[src/rtl/m0_sram_arb_pkg.sv]
// -----------------------------------------------------------------------------
// m0_sram_arb_pkg
//   Shared constants and helpers for the m0_sram arbiter slice.
//   - SRAM data / byte-lane widths of the m0_sram macro
//   - default word-address width
//   - fixed requester indices of the default system (core0, core1, DMA)
//   - access-kind decode used by the arbiter (any byte enable = write)
// -----------------------------------------------------------------------------
package m0_sram_arb_pkg;

  localparam int SRAM_DW    = 32;
  localparam int SRAM_BE    = 4;
  localparam int AW_DEFAULT = 14;

  // Requester slots in the default three-master system.
  localparam int REQ_CORE0  = 0;
  localparam int REQ_CORE1  = 1;
  localparam int REQ_DMA    = 2;

  typedef enum logic {
    ACC_READ  = 1'b0,
    ACC_WRITE = 1'b1
  } acc_kind_e;

  // A partially set byte-enable vector still means "write"; there is no
  // mixed read/write access on this SRAM.
  function automatic acc_kind_e acc_kind(input logic [SRAM_BE-1:0] wen);
    return (|wen) ? ACC_WRITE : ACC_READ;
  endfunction

endpackage

[src/rtl/m0_rr_pick.sv]
// -----------------------------------------------------------------------------
// m0_rr_pick
//   Purely combinational rotate-priority picker. Starting at start_i and
//   wrapping modulo N, the first set bit of valid_i wins.
//   Also intended for the DMA channel scheduler.
//
//   Parameters: N  number of candidates (2..8)
//               IW index width, >= clog2(N)
//   Ports:      valid_i [N]   candidate request vector
//               start_i [IW]  highest-priority index this cycle (< N)
//               grant_o [N]   one-hot winner, zero when nothing is valid
//               idx_o   [IW]  winner index (meaningful only when any_o)
//               any_o         at least one candidate valid
// -----------------------------------------------------------------------------
module m0_rr_pick #(
  parameter int N  = 3,
  parameter int IW = 2
) (
  input  logic [N-1:0]  valid_i,
  input  logic [IW-1:0] start_i,
  output logic [N-1:0]  grant_o,
  output logic [IW-1:0] idx_o,
  output logic          any_o
);

  localparam logic [IW:0] N_W = N[IW:0];

  logic [N-1:0] rot;   // valid_i rotated so that start_i sits at bit 0
  logic [IW:0]  off;   // distance of the winner from start_i
  logic [IW:0]  sum;   // start_i + off before the modulo-N wrap

  always_comb begin
    // NOTE: every variable gets a default at the top of a combinational
    // block, so no path through it can leave a value held (no latch).
    rot     = '0;
    off     = '0;
    sum     = '0;
    grant_o = '0;

    rot = N'({valid_i, valid_i} >> start_i);

    // Scan downwards so the lowest set bit (closest to start_i) is kept.
    for (int j = N - 1; j >= 0; j--) begin
      if (rot[j]) off = j[IW:0];
    end

    sum = {1'b0, start_i} + off;
    if (sum >= N_W) sum = sum - N_W;

    any_o = |valid_i;
    idx_o = sum[IW-1:0];

    for (int i = 0; i < N; i++) begin
      grant_o[i] = any_o && (idx_o == IW'(i));
    end
  end

endmodule

[src/rtl/m0_sram_arb.sv]
// -----------------------------------------------------------------------------
// m0_sram_arb
//   Round-robin arbiter sharing one m0_sram (single-port, synchronous,
//   1-cycle read latency, byte-lane write enables) between NUM_REQ masters
//   (default: core0, core1, DMA). One access is granted per cycle; read
//   data comes back the following cycle tagged by a one-hot rd_valid.
//
//   Optional build macro: M0_SRAM_ARB_LOCK_EN
//     Defined   - a granted master holding req_lock keeps exclusive access
//                 (atomic RMW, DMA bursts) until it is granted with
//                 req_lock low or drops req_valid.
//     Undefined - req_lock is ignored and there is no lock state.
//
//   Ports:
//     clk, rst_n     clock, asynchronous active-low reset
//     req_valid [N]  per-master request
//     req_ready [N]  per-master grant this cycle (one-hot or zero)
//     req_addr       flattened word addresses, master i at [i*AW +: AW]
//     req_wen        flattened byte enables, master i at [i*4 +: 4] (0 = read)
//     req_wdata      flattened write data, master i at [i*32 +: 32]
//     req_lock [N]   hold-grant request (lock build only)
//     rd_valid [N]   one-hot read-data valid, one cycle after a read grant
//     rd_data        read data, shared by all masters
//     SRAMCS/SRAMADDR/SRAMWEN/SRAMWDATA  command to m0_sram
//     SRAMRDATA      read data from m0_sram
// -----------------------------------------------------------------------------
module m0_sram_arb
  import m0_sram_arb_pkg::*;
#(
  parameter int NUM_REQ = 3,
  parameter int AW      = AW_DEFAULT,
  parameter int IDW     = 2
) (
  input  logic                       clk,
  input  logic                       rst_n,
  input  logic [NUM_REQ-1:0]         req_valid,
  output logic [NUM_REQ-1:0]         req_ready,
  input  logic [NUM_REQ*AW-1:0]      req_addr,
  input  logic [NUM_REQ*SRAM_BE-1:0] req_wen,
  input  logic [NUM_REQ*SRAM_DW-1:0] req_wdata,
  input  logic [NUM_REQ-1:0]         req_lock,
  output logic [NUM_REQ-1:0]         rd_valid,
  output logic [SRAM_DW-1:0]         rd_data,
  output logic                       SRAMCS,
  output logic [AW-1:0]              SRAMADDR,
  output logic [SRAM_BE-1:0]         SRAMWEN,
  output logic [SRAM_DW-1:0]         SRAMWDATA,
  input  logic [SRAM_DW-1:0]         SRAMRDATA
);

  localparam logic [IDW-1:0] LAST_IDX = IDW'(NUM_REQ - 1);

  // Arbitration state
  logic [IDW-1:0] rr_ptr_q, rr_ptr_d;
  // Read-return state: a read was granted last cycle, and by whom
  logic           rd_vld_q, rd_vld_d;
  logic [IDW-1:0] rd_id_q,  rd_id_d;

  // Current-cycle arbitration results
  logic [NUM_REQ-1:0] eligible;
  logic [NUM_REQ-1:0] grant;
  logic [IDW-1:0]     grant_idx;
  logic               grant_any;
  logic               lock_active;
  logic               grant_is_read;

  // Fields of the granted master, zero when nothing is granted
  logic [AW-1:0]      g_addr;
  logic [SRAM_BE-1:0] g_wen;
  logic [SRAM_DW-1:0] g_wdata;

  // ---------------------------------------------------------------------------
  // Optional lock
  // ---------------------------------------------------------------------------
`ifdef M0_SRAM_ARB_LOCK_EN
  logic               lock_owner_vld_q, lock_owner_vld_d;
  logic [IDW-1:0]     lock_owner_q,     lock_owner_d;
  logic [NUM_REQ-1:0] owner_mask;
  logic               g_lock;

  always_comb begin
    owner_mask = '0;
    for (int i = 0; i < NUM_REQ; i++) begin
      owner_mask[i] = (lock_owner_q == IDW'(i));
    end
  end

  // A lock only binds while its owner keeps requesting; the cycle the owner
  // drops valid the others are arbitrated normally and the lock clears.
  assign lock_active = lock_owner_vld_q && |(req_valid & owner_mask);
  assign eligible    = lock_active ? (req_valid & owner_mask) : req_valid;
  assign g_lock      = |(grant & req_lock);

  always_comb begin
    lock_owner_vld_d = lock_owner_vld_q;
    lock_owner_d     = lock_owner_q;
    if (lock_active) begin
      // The owner is the only eligible requester, so it is granted here.
      if (!g_lock) lock_owner_vld_d = 1'b0;
    end else begin
      lock_owner_vld_d = 1'b0;
      if (grant_any && g_lock) begin
        lock_owner_vld_d = 1'b1;
        lock_owner_d     = grant_idx;
      end
    end
  end

  always_ff @(posedge clk or negedge rst_n) begin
    if (!rst_n) begin
      lock_owner_vld_q <= 1'b0;
      lock_owner_q     <= '0;
    end else begin
      lock_owner_vld_q <= lock_owner_vld_d;
      lock_owner_q     <= lock_owner_d;
    end
  end
`else
  logic unused_lock;
  assign unused_lock = ^req_lock;
  assign lock_active = 1'b0;
  assign eligible    = req_valid;
`endif

  // ---------------------------------------------------------------------------
  // Round-robin pick
  // ---------------------------------------------------------------------------
  m0_rr_pick #(
    .N  (NUM_REQ),
    .IW (IDW)
  ) u_pick (
    .valid_i (eligible),
    .start_i (rr_ptr_q),
    .grant_o (grant),
    .idx_o   (grant_idx),
    .any_o   (grant_any)
  );

  // One-hot steering of the winner's fields onto the SRAM command.
  always_comb begin
    g_addr  = '0;
    g_wen   = '0;
    g_wdata = '0;
    for (int i = 0; i < NUM_REQ; i++) begin
      if (grant[i]) begin
        g_addr  = req_addr [i*AW      +: AW];
        g_wen   = req_wen  [i*SRAM_BE +: SRAM_BE];
        g_wdata = req_wdata[i*SRAM_DW +: SRAM_DW];
      end
    end
  end

  assign grant_is_read = grant_any && (acc_kind(g_wen) == ACC_READ);

  // ---------------------------------------------------------------------------
  // Next state
  // ---------------------------------------------------------------------------
  always_comb begin
    rr_ptr_d = rr_ptr_q;
    // Locked grants leave the pointer alone so rotation resumes where it
    // stopped once the lock is released.
    if (grant_any && !lock_active) begin
      rr_ptr_d = (grant_idx == LAST_IDX) ? '0 : grant_idx + 1'b1;
    end

    rd_vld_d = grant_is_read;
    rd_id_d  = grant_is_read ? grant_idx : rd_id_q;
  end

  // ---------------------------------------------------------------------------
  // State registers
  // ---------------------------------------------------------------------------
  always_ff @(posedge clk or negedge rst_n) begin
    // NOTE: clocked state uses non-blocking assignments so every register
    // samples the pre-edge values regardless of statement order.
    if (!rst_n) begin
      rr_ptr_q <= '0;
      rd_vld_q <= 1'b0;
      rd_id_q  <= '0;
    end else begin
      rr_ptr_q <= rr_ptr_d;
      rd_vld_q <= rd_vld_d;
      rd_id_q  <= rd_id_d;
    end
  end

  // ---------------------------------------------------------------------------
  // Outputs
  // ---------------------------------------------------------------------------
  always_comb begin
    rd_valid = '0;
    for (int i = 0; i < NUM_REQ; i++) begin
      rd_valid[i] = rd_vld_q && (rd_id_q == IDW'(i));
    end
  end

  assign req_ready = grant;
  assign SRAMCS    = grant_any;
  assign SRAMADDR  = g_addr;
  assign SRAMWEN   = g_wen;
  assign SRAMWDATA = g_wdata;
  // The macro already delivers data one cycle after the grant; only the
  // one-hot rd_valid tells a master the word is its own.
  assign rd_data   = SRAMRDATA;

endmodule

[config.mk]
export PLATFORM = sky130hd
export DESIGN_NAME = m0_sram_arb
export DESIGN_NICKNAME = d
export VERILOG_FILES = /design/src/rtl/m0_sram_arb_pkg.sv /design/src/rtl/m0_rr_pick.sv /design/src/rtl/m0_sram_arb.sv
export SDC_FILE = /design/constraint.sdc
export NUM_CORES = 1
export LEC_CHECK = 0
export ABC_CLOCK_PERIOD_IN_PS = 4900
export CORE_MARGIN = 10
export CORE_UTILIZATION = 25
export CTS_BUF_LIST = sky130_fd_sc_hd__clkbuf_4 sky130_fd_sc_hd__clkbuf_8 sky130_fd_sc_hd__clkbuf_16
export DETAILED_ROUTE_END_ITERATION = 6
export GPL_TIMING_DRIVEN = 0
export MAX_ROUTING_LAYER = met4
export PLACE_DENSITY = 0.92
export SLEW_MARGIN = 20
export SYNTH_ARGS = -nofsm -noshare
export SYNTH_HDL_FRONTEND = slang
export SYNTH_SLANG_ARGS = --single-unit
[constraint.sdc]
create_clock -name clk -period 4.9 [get_ports clk]
set_input_delay 0.735 -clock clk [delete_from_list [all_inputs] [get_ports clk]]
set_output_delay 0.735 -clock clk [all_outputs]
set_load 0.01 [all_outputs]
; After elaboration in Yosys (flattened, before gate mapping)
; Cells that the tools add are included.
[word_totals]
reg_bits = 5
in_bits = 190
output_inout_bits = 89
elab_cells = 39
[op_classes]
addsub = 3
n_lt_le_gt_ge = 1
eq_ne = 4
shifts = 1
muxes = 15
bitwise = 1
n_reduce_logical = 11
[ops]
columns = op, count
row1 = two-way mux 32 bit, 3
row2 = two-way mux 14 bit, 3
row3 = two-way mux 4 bit, 3
row4 = two-way mux 2 bit, 5
row5 = logical AND 1 bit, 7
row6 = right shift 6 x 2 -> 3 bit, 1
row7 = "equality test 2 x 1 -> 1 bit, second input constant", 2
row8 = "equality test 2 bit, second input constant", 2
row9 = logical NOT 2 bit, 2
row10 = OR reduction 4 bit, 1
row11 = adder 2 x 2 -> 3 bit, 1
row12 = ">= comparator 3 x 2 -> 1 bit, second input constant", 1
row13 = OR reduction 3 bit, 1
row14 = "adder 2 x 1 -> 2 bit, second input constant", 1
row15 = "subtractor 2 bit, second input constant", 1
row16 = two-way mux 1 bit, 1
row17 = inverter 1 bit, 1

; Logic depth before layout (Yosys ltp)
; Gate-level depths: netlist of the first run.
[depth]
depth_word = 16
depth_mapped = 17
depth_no_buf = 15

; Hierarchy
; Synthesis of the first run repeated with hierarchy kept, for this count alone.
[hier_totals]
cells_unflattened = 254
hier_area_um2 = 1651.6
[modules_own_cells]
columns = module, n_inst, cells_each, area_each_um2, seq_area_each_um2
row1 = m0_sram_arb, 1, 226, 1416.4, 125.1
row2 = m0_rr_pick, 1, 28, 235.2, 0.0

; Least setup slack after synthesis of the first run
; Ideal clock, no wire load.
[synth_timing]
path_kind = input port to output port
start = input port req_valid[1]
end = output port SRAMWDATA[10]
t_arrival_ns = 3.344
required_ns = 4.165
slack_ns = 0.821
path_stages = 15
n_path_buf = 1
path_cell_list = nor4bb_1 > a31oi_1 > nand2_1 > ha_1 > inv_1 > fa_1 > inv_1 > ha_1 > and2b_2 > mux2i_2 > buf_2 > mux2i_1 > nor2_1 > a21oi_1 > nor2_1
[synth_via]
elab_chain_cells = 12
elab_cells_between_ends = 18
cone_classes = add/sub (2) / order compare (1) / eq/ne (2) / shift (1) / mux (7) / reduce/logical (5)
[synth_rtl]
columns = item, line_no
row1 = "start, declared", m0_sram_arb.sv:36  ; input logic [NUM_REQ-1:0] req_valid,
row2 = right shift 6 x 2 -> 3 bit, m0_rr_pick.sv:40  ; rot = N'({valid_i, valid_i} >> start_i);
row3 = two-way mux 2 bit (3 in a row), m0_rr_pick.sv:44  ; if (rot[j]) off = j[IW:0];
row4 = adder 2 x 2 -> 3 bit, m0_rr_pick.sv:47  ; sum = {1'b0, start_i} + off;
row5 = >= comparator 3 x 2 -> 1 bit / subtractor 2 bit (equally long branches), m0_rr_pick.sv:48  ; if (sum >= N_W) sum = sum - N_W;
row6 = two-way mux 2 bit, m0_rr_pick.sv:48
row7 = logical NOT 2 bit, m0_rr_pick.sv:54  ; grant_o[i] = any_o && (idx_o == IW'(i));
row8 = logical AND 1 bit, m0_rr_pick.sv:54
row9 = two-way mux 32 bit (2 in a row), m0_sram_arb.sv:145  ; if (grant[i]) begin
row10 = two-way mux 32 bit (*), m0_sram_arb.sv:145
row11 = "end, declared", m0_sram_arb.sv:47  ; output logic [SRAM_DW-1:0] SRAMWDATA,
; Every way passes the cells marked *; elsewhere a longest branch is shown, timed or not.

; Final worst setup path of the first run
[layout_timing]
start = input port req_valid[1]
end = output port SRAMWEN[0]
[layout_via]
elab_chain_cells = 12
elab_cells_between_ends = 18
cone_classes = add/sub (2) / order compare (1) / eq/ne (2) / shift (1) / mux (7) / reduce/logical (5)
[layout_rtl]
columns = item, line_no
row1 = right shift 6 x 2 -> 3 bit, m0_rr_pick.sv:40
row2 = two-way mux 2 bit (3 in a row), m0_rr_pick.sv:44
row3 = adder 2 x 2 -> 3 bit, m0_rr_pick.sv:47
row4 = >= comparator 3 x 2 -> 1 bit / subtractor 2 bit (equally long branches), m0_rr_pick.sv:48
row5 = two-way mux 2 bit, m0_rr_pick.sv:48
row6 = logical NOT 2 bit, m0_rr_pick.sv:54
row7 = logical AND 1 bit, m0_rr_pick.sv:54
row8 = two-way mux 4 bit (2 in a row), m0_sram_arb.sv:145
row9 = two-way mux 4 bit (*), m0_sram_arb.sv:145
row10 = "end, declared", m0_sram_arb.sv:46  ; output logic [SRAM_BE-1:0] SRAMWEN,
; Marked as above.

==> metrics.txt, run 1 <==
CTS clk-pin slew, worst paths ~0.040 ns; Clock Root Buffer clkbuf_8; largest area contributor in the netlist mux2i_1; DRC 0; R2R setup slack between 0.9 and 1 ns; Place WS -0.765 ns; skew final ~0.0011 ns; synth cell count leaders nor2_1, a21oi_1, mux2i_1; Final ANT Viol Nets 0; RR Startpoint rr_ptr_q[0]; dpl cells 651; layout cells sized above 1 between 20% and 30%; slowest CP cell fa_1; top-count cell post-synth nor2_1; CP peak stage delay 0.56 ns; post-synthesis register bit count 5; ys async rst share 100%; Synth top area share 25.2%; metal3 WL 801 microns; CTS tree yes; Top FF cell, synth dfrtp_1; routability-driven placement congestion ratio 0.916; initial antenna violation count 0; die width about 110 microns; min-delay src rd_id_q[1]; final wirelength 12600 microns; Tightest Pin Transition around 0.66 ns; final hold violation count 0; Port-buffer cells approximately 240; Area growth, synth to finish 136%; register area share after synthesis about 6.4%; CP Capture Point SRAMWEN[0]; Max-slew headroom 55.9%; row cnt 32; WP data required ~4.2 ns; RR Endpoint rd_id_q[0]; Top Layer Used met4; synth top area cells mux2i_1, nor2_1, a21oi_1; worst-skew pair later-pin latency between 0.2 and 0.25 ns; Final min period approximately 4.8 ns; Mapped Area ~0.002 sq mm; Final Max Tran Viols 0; total routing usage reported by global routing around a fifth; Nets 751; period utilisation layout between 90% and 100%; WL per Instance approximately 19 microns; register area between 100 and 150 sq um; TritonCTS Buffers 3; Layout Cells excl Fill around 660; Mapped Avg Cell Area between 6 and 7 sq um; Setup CP Type input port to primary output; RSZ-0062 raised after global routing yes; fin util approximately 60%; die height ~110 microns; vias in the first global route 3368; Synthesis Warnings 0; crit path launch type input port; Starting Density between 20% and 30%; status completed; number of cells on the worst reg-to-reg path 15; VDD IR max approximately 0.57 mV; setup violators final 0; syn_nets about 500; core area between 0.007 and 0.008 sq mm; Cells after Synth 306; area of the multi-input gates roughly 0.0016 sq mm; final worst slack 0.134 ns; Critical Path Source req_valid[1]; count of cell types in the netlist 35; first-pass GRT wire length approximately 18000 microns; Setup crit end kind primary output; Initial DRC Count between 80 and 90; DR pass1 iterations 4; Via density around 4.7; num ports roughly 280; Max clock buf depth 2; vias post-DR 3094; clk sinks 5; WL met1 approximately 4700 microns; CP Cell Sequence dlygate4sd2_1 > nor4bb_1 > a31oi_1 > nand2_1 > ha_1 > inv_1 > fa_1 > inv_1 > ha_1 > and2b_2 > mux2i_4 > buf_6 > mux2i_2 > nor2_1 > a21oi_1 > nor2_1 > dlygate4sd2_1; number of H-tree levels 1; remaining global-route overflow 0; DP HPWL 10700 microns; Critical Path AT 4.03 ns; DR WL met2 roughly 6900 microns; Ant. Diodes 0; worst hold path class register to register; leakage power 2.06 nW; die area 0.0117 sq mm; Power per Cell Area around 970 mW/mm^2; largest net degree at the start of global routing 11; fmax 0.210 GHz; number of flops mapped to enable cells by yosys 0; worst-path fanout max 5; fillers 680; max_cap viols 0
[worst max-delay path, delay by kind of cell]
family | cells | cell delay [ns]
AO/OA/AOI/OAI | 2 | 0.23
adder cells (fa/ha/maj) | 3 | 0.90
buffers and inverters | 5 | 0.87
multiplexers | 2 | 0.53
AND/OR/NAND/NOR | 5 | 0.75
[placed cells by master (no fill, tap or decap), drive strengths merged, types with 2 or more instances in the layout]
cell type,n
dlymetal6s2s,2
clkdlybuf4s15,5
and3b,2
nand2b,2
nor3,5
a21o,2
o22ai,2
ha,2
mux2,5
clkdlybuf4s50,190
dfrtp,5
a21oi,51
clkbuf,60
inv,4
buf,44
nand2,6
o21ai,4
dlygate4sd2,4
nor2,98
mux2i,50
[state kept, by name (all words and copies together), names as in the netlist]
register and flops:
rd_id_q 2, rd_vld_q 1, rr_ptr_q 2
[worst min path at each step]
| stage | endpoint | depth (start not counted) |
|---|---|---|
| 2_1_floorplan | rd_id_q[0] | 0 |
| 3_3_place_gp | rd_id_q[0] | 1 |
| 3_5_place_dp | rd_id_q[1] | 1 |
| 4_1_cts | rd_id_q[1] | 1 |
| 5_1_grt | rd_id_q[1] | 1 |
| 6_report | rd_id_q[1] | 1 |
[logic make-up after synthesis]
logic type               after synthesis  share of synthesized area, %
buffers and inverters                 58                          17.8
flip-flops                             5                          6.44
adder cells (fa/ha/maj)                3                          2.32
multiplexers                          55                          28.8
XOR/XNOR                               1                         0.451
AO/OA/AOI/OAI                         64                          17.7
AND/OR/NAND/NOR                      120                          26.5
[cell type report]
cell class | count | area share (%)
Inverter | 4 | 0.327
Tap cell | 102 | 2.78
Buffer | 54 | 9.58
Multi-Input combinational cell | 243 | 34.2
Timing Repair Buffer | 247 | 49.3
Sequential cell | 5 | 2.73
Clock buffer | 4 | 1.06
[metrics by stage]
step | hold slack (ns) | power [mW] | cell area (sq um) | TNS [ns]
global route | 0.576 | 4.87 | 4590 | -0.471
global placement | 0.528 | 4.29 | 4500 | -28.37
finish | 0.552 | 4.46 | 4590 | 0
floorplan | 0.439 | 2.43 | 1940 | 0
detailed placement | 0.548 | 4.38 | 4500 | -33.45
CTS | 0.556 | 4.44 | 4650 | 0
[routing by layer]
metal | vias to the layer above | global-route usage, %
met4 | 0 | 3.82
met2 | 154 | 36.6
met3 | 12 | 3.27
met1 | 1414 | 21.2
met5 | - | -
li1 | 1514 | -
[timing repair]
action                                 in CTS  in global routing
pin swaps                                   2                  2
hold buffers                                0                  0
buffers inserted                            3                  1
setup endpoints to repair                  53                 52
resized for setup                          95                113
endpoints found under the hold margin       0                  0
[report_power, final]
part	internal, mW	total [mW]	switching (mW)
Clock	0.0615	0.0832	0.0217
Combinational	1.97	4.30	2.33
Sequential	0.0614	0.0804	0.0190
Note: power is estimated with default switching activity, not from simulation.
==> run 2, diff against run 1 <==
--- a/config.mk
+++ b/config.mk
@@ -6,13 +6,15 @@
 export NUM_CORES = 1
 export LEC_CHECK = 0
 export ABC_CLOCK_PERIOD_IN_PS = 4900
-export CORE_MARGIN = 10
-export CORE_UTILIZATION = 25
+export CORE_AREA = 2 2 109 111
 export CTS_BUF_LIST = sky130_fd_sc_hd__clkbuf_4 sky130_fd_sc_hd__clkbuf_8 sky130_fd_sc_hd__clkbuf_16
 export DETAILED_ROUTE_END_ITERATION = 6
+export DIE_AREA = 0 0 111 113
+export GPL_ROUTABILITY_DRIVEN = 0
 export GPL_TIMING_DRIVEN = 0
 export MAX_ROUTING_LAYER = met4
-export PLACE_DENSITY = 0.92
+export PLACE_DENSITY = 0.69
+export SETUP_SLACK_MARGIN = 0.5
 export SLEW_MARGIN = 20
 export SYNTH_ARGS = -nofsm -noshare
 export SYNTH_HDL_FRONTEND = slang
==> run 2 against run 1 <==
Utilization fell by 17 points. Sequential cell count stayed put. Sequential share of layout area is 0.17 points lower. Worst hold slack gained 0.0010 ns. Cell area rose by 6.6%. Final cell count grew 9.1%. Register-to-register slack got worse by 0.31 ns. Critical path type unchanged. Critical endpoint is now SRAMWDATA[31]. Highest routed layer unchanged.
==> metrics.txt, run 2 (same netlist as run 1, synthesis figures left out) <==
Setup CP Type input port to primary output; setup_tns 0 ns (unchanged); die width 111 microns (+2.6%); CTS Hold Buffers Added 0 (unchanged); P_sw 2.44 mW (+3.0%); sequential power share 1.6% (-0.2 points); initial antenna violation count 0 (unchanged); internal power 2.59 mW (+24%); fin util 43.4% (-17 points); Initial DRC Count 82 (-4.7%); die height 113 microns (+4.4%); TritonCTS Buffers 3 (unchanged); fillers 1178 (+73%); core area 0.0113 sq mm (+47%); Clock power frac 2.8% (+0.9 points); RR Startpoint rr_ptr_q[0]; RR Endpoint rd_id_q[1]; vias in the first global route 3253 (-3.4%); Final min period 4.55 ns (-0.219 ns); layout cells sized above 1 26.2% (+3.4 points); DRC 0 (unchanged); Ant. Diodes 0 (unchanged); final worst slack 0.353 ns (+0.219 ns); final wirelength 11200 microns (-11%); WP data required 4.16 ns (about the same); critical path's top delay family adder cells; largest net degree at the start of global routing 11 (unchanged); Max-slew headroom 57.7% (+1.8 points); CP peak stage delay 0.55 ns (about the same); Power per Cell Area 1030 mW/mm^2 (+5.7%); Final Max Tran Viols 0 (unchanged); register area 125 sq um (unchanged); worst hold path class register to register; CP Capture Point SRAMWDATA[31]; CP Cell Sequence buf_8 > nor4bb_1 > a31oi_1 > nand2_1 > ha_2 > inv_2 > fa_1 > inv_2 > ha_4 > and2b_2 > mux2i_4 > buf_6 > buf_12 > buf_12 > mux2i_1 > nor2_1 > a21oi_1 > nor2_1 > buf_2; Port-buffer cells 243 (unchanged); top flop regs rd_id_q x2, rr_ptr_q x2, rd_vld_q x1; area post-placement 0.00456 sq mm (+1.1%); Critical Path AT 3.81 ns (-0.22 ns); num ports 279 (unchanged); setup violators final 0 (unchanged); R2R setup slack 0.68 ns (-0.31 ns); die area 0.0125 sq mm (+7.2%); final instance area 0.00489 sq mm (+6.6%); first-pass GRT wire length 16700 microns (-6.1%); remaining global-route overflow 0 (unchanged); final hold violation count 0 (unchanged); Place WS -0.890 ns (-0.124 ns); Critical Path Source req_valid[1]; combinational share of power 95.6% (-0.7 points); Setup crit end kind primary output; total routing usage reported by global routing 16.9% (-2.8 points); Via density 4.37 (-6.9%); area of the multi-input gates 0.00154 sq mm (-1.9%); DP HPWL 8900 microns (-17%); total power draw 5.03 mW (+13%); Max clock buf depth 2 (unchanged); CTS tree yes; leakage power 2.19 nW (+6.3%); RSZ-0062 raised after global routing yes; Final ANT Viol Nets 0 (unchanged); VDD IR max 0.688 mV (+20%); Nets 770 (+2.5%); CTS clk-pin slew, worst paths 0.03 ns (about the same); leading cell types in the layout, fill and taps excluded clkdlybuf4s50_1, nor2_1, buf_2, a21oi_1, mux2i_1; number of cells on the worst reg-to-reg path 19 (+4); critical path depth 19 (+2); Area growth, synth to finish 151%; status completed; fmax 0.220 GHz (+4.8%); Starting Density 17.2% (-8.2 points); Tightest Pin Transition 0.634 ns (-0.0264 ns); row cnt 39 (+22%); worst-skew pair later-pin latency 0.23 ns (about the same); worst-path fanout max 6 (+1); skew final 0.00105 ns (-0.0000234 ns); CP Buf/Inv Count 7 (+2); Sw Share 48.5% (-4.5 points); crit path launch type input port; DR pass1 iterations 4 (unchanged); slowest CP cell fa_1; number of H-tree levels 1 (unchanged); commonest non-fill, non-tap cell in the layout clkdlybuf4s50_1; Clock Root Buffer clkbuf_16; WL per Instance 15.5 microns (-19%); period utilisation layout 92.8% (-4.5 points); clk sinks 5 (unchanged); max_cap viols 0 (unchanged); vias post-DR 3143 (+1.6%)
## run 2: layout make-up
cell class	count	area share (%)
plain buffers	54	8.88
clock buffers	4	1.69
inverters	4	0.307
multi-input cells	243	31.5
flip-flops and latches	5	2.56
well taps	143	3.66
repair buffers	266	51.4
## run 2: repair_timing
action,in CTS,in global routing
gates resized for setup,278,12
endpoints found under the setup margin,55,51
cloned,4,0
setup buffers,15,4
pin swaps,10,10
## run 2: worst min-delay path by stage
stage / cells past startpoint / slack [ns] / endpoint / startpoint
finish: 1 / 0.55 / rd_id_q[0] / rd_id_q[0]
global route: 1 / 0.59 / rd_id_q[0] / rd_id_q[0]
floorplan: 0 / 0.44 / rd_id_q[0] / rst_n
CTS: 1 / 0.56 / rd_id_q[0] / rd_id_q[0]
global placement: 1 / 0.53 / rd_id_q[0] / rd_id_q[0]
detailed placement: 1 / 0.55 / rd_id_q[0] / rd_id_q[0]
## run 2: through the flow
| step | std cells | hold WS, ns |
|---|---|---|
| after CTS | 715 | 0.558 |
| after global routing | 719 | 0.588 |
| after global placement | 692 | 0.532 |
| final | 719 | 0.553 |
| after detailed placement | 692 | 0.551 |
| after floorplan | 306 | 0.439 |
## run 2: power groups by stage
stage	clock [mW]	combinational (mW)	sequential [mW]
global route	0.144	5.21	0.0860
CTS	0.142	4.78	0.0820
floorplan	0	2.35	0.0757
detailed placement	0	4.30	0.0816
finish	0.140	4.81	0.0826
global placement	0	4.25	0.0790
## run 2: layer usage
layer / vias up / global-route usage [%] / share of wire, %
li1: 1553 / - / -
met1: 1421 / 18.8 / 39
met2: 155 / 32.3 / 53
met3: 14 / 2.20 / 6.1
met4: 0 / 3.25 / 1.2
met5: - / - / 0
## run 2: worst reg2reg max path, cell delays in order, from the launching register on
cell     delay (ns)
dfrtp_1        0.46
xor2_1         0.21
nor2_2         0.15
nand2_1        0.06
nand2_1        0.06
ha_2           0.17
inv_2          0.04
fa_1           0.56
inv_2          0.07
ha_4           0.16
and2b_2        0.25
mux2i_4        0.33
buf_6          0.15
buf_8          0.12
mux2_4         0.30
a22oi_2        0.14
buf_4          0.13
buf_4          0.09
nor4b_4        0.27
mux2_2         0.37
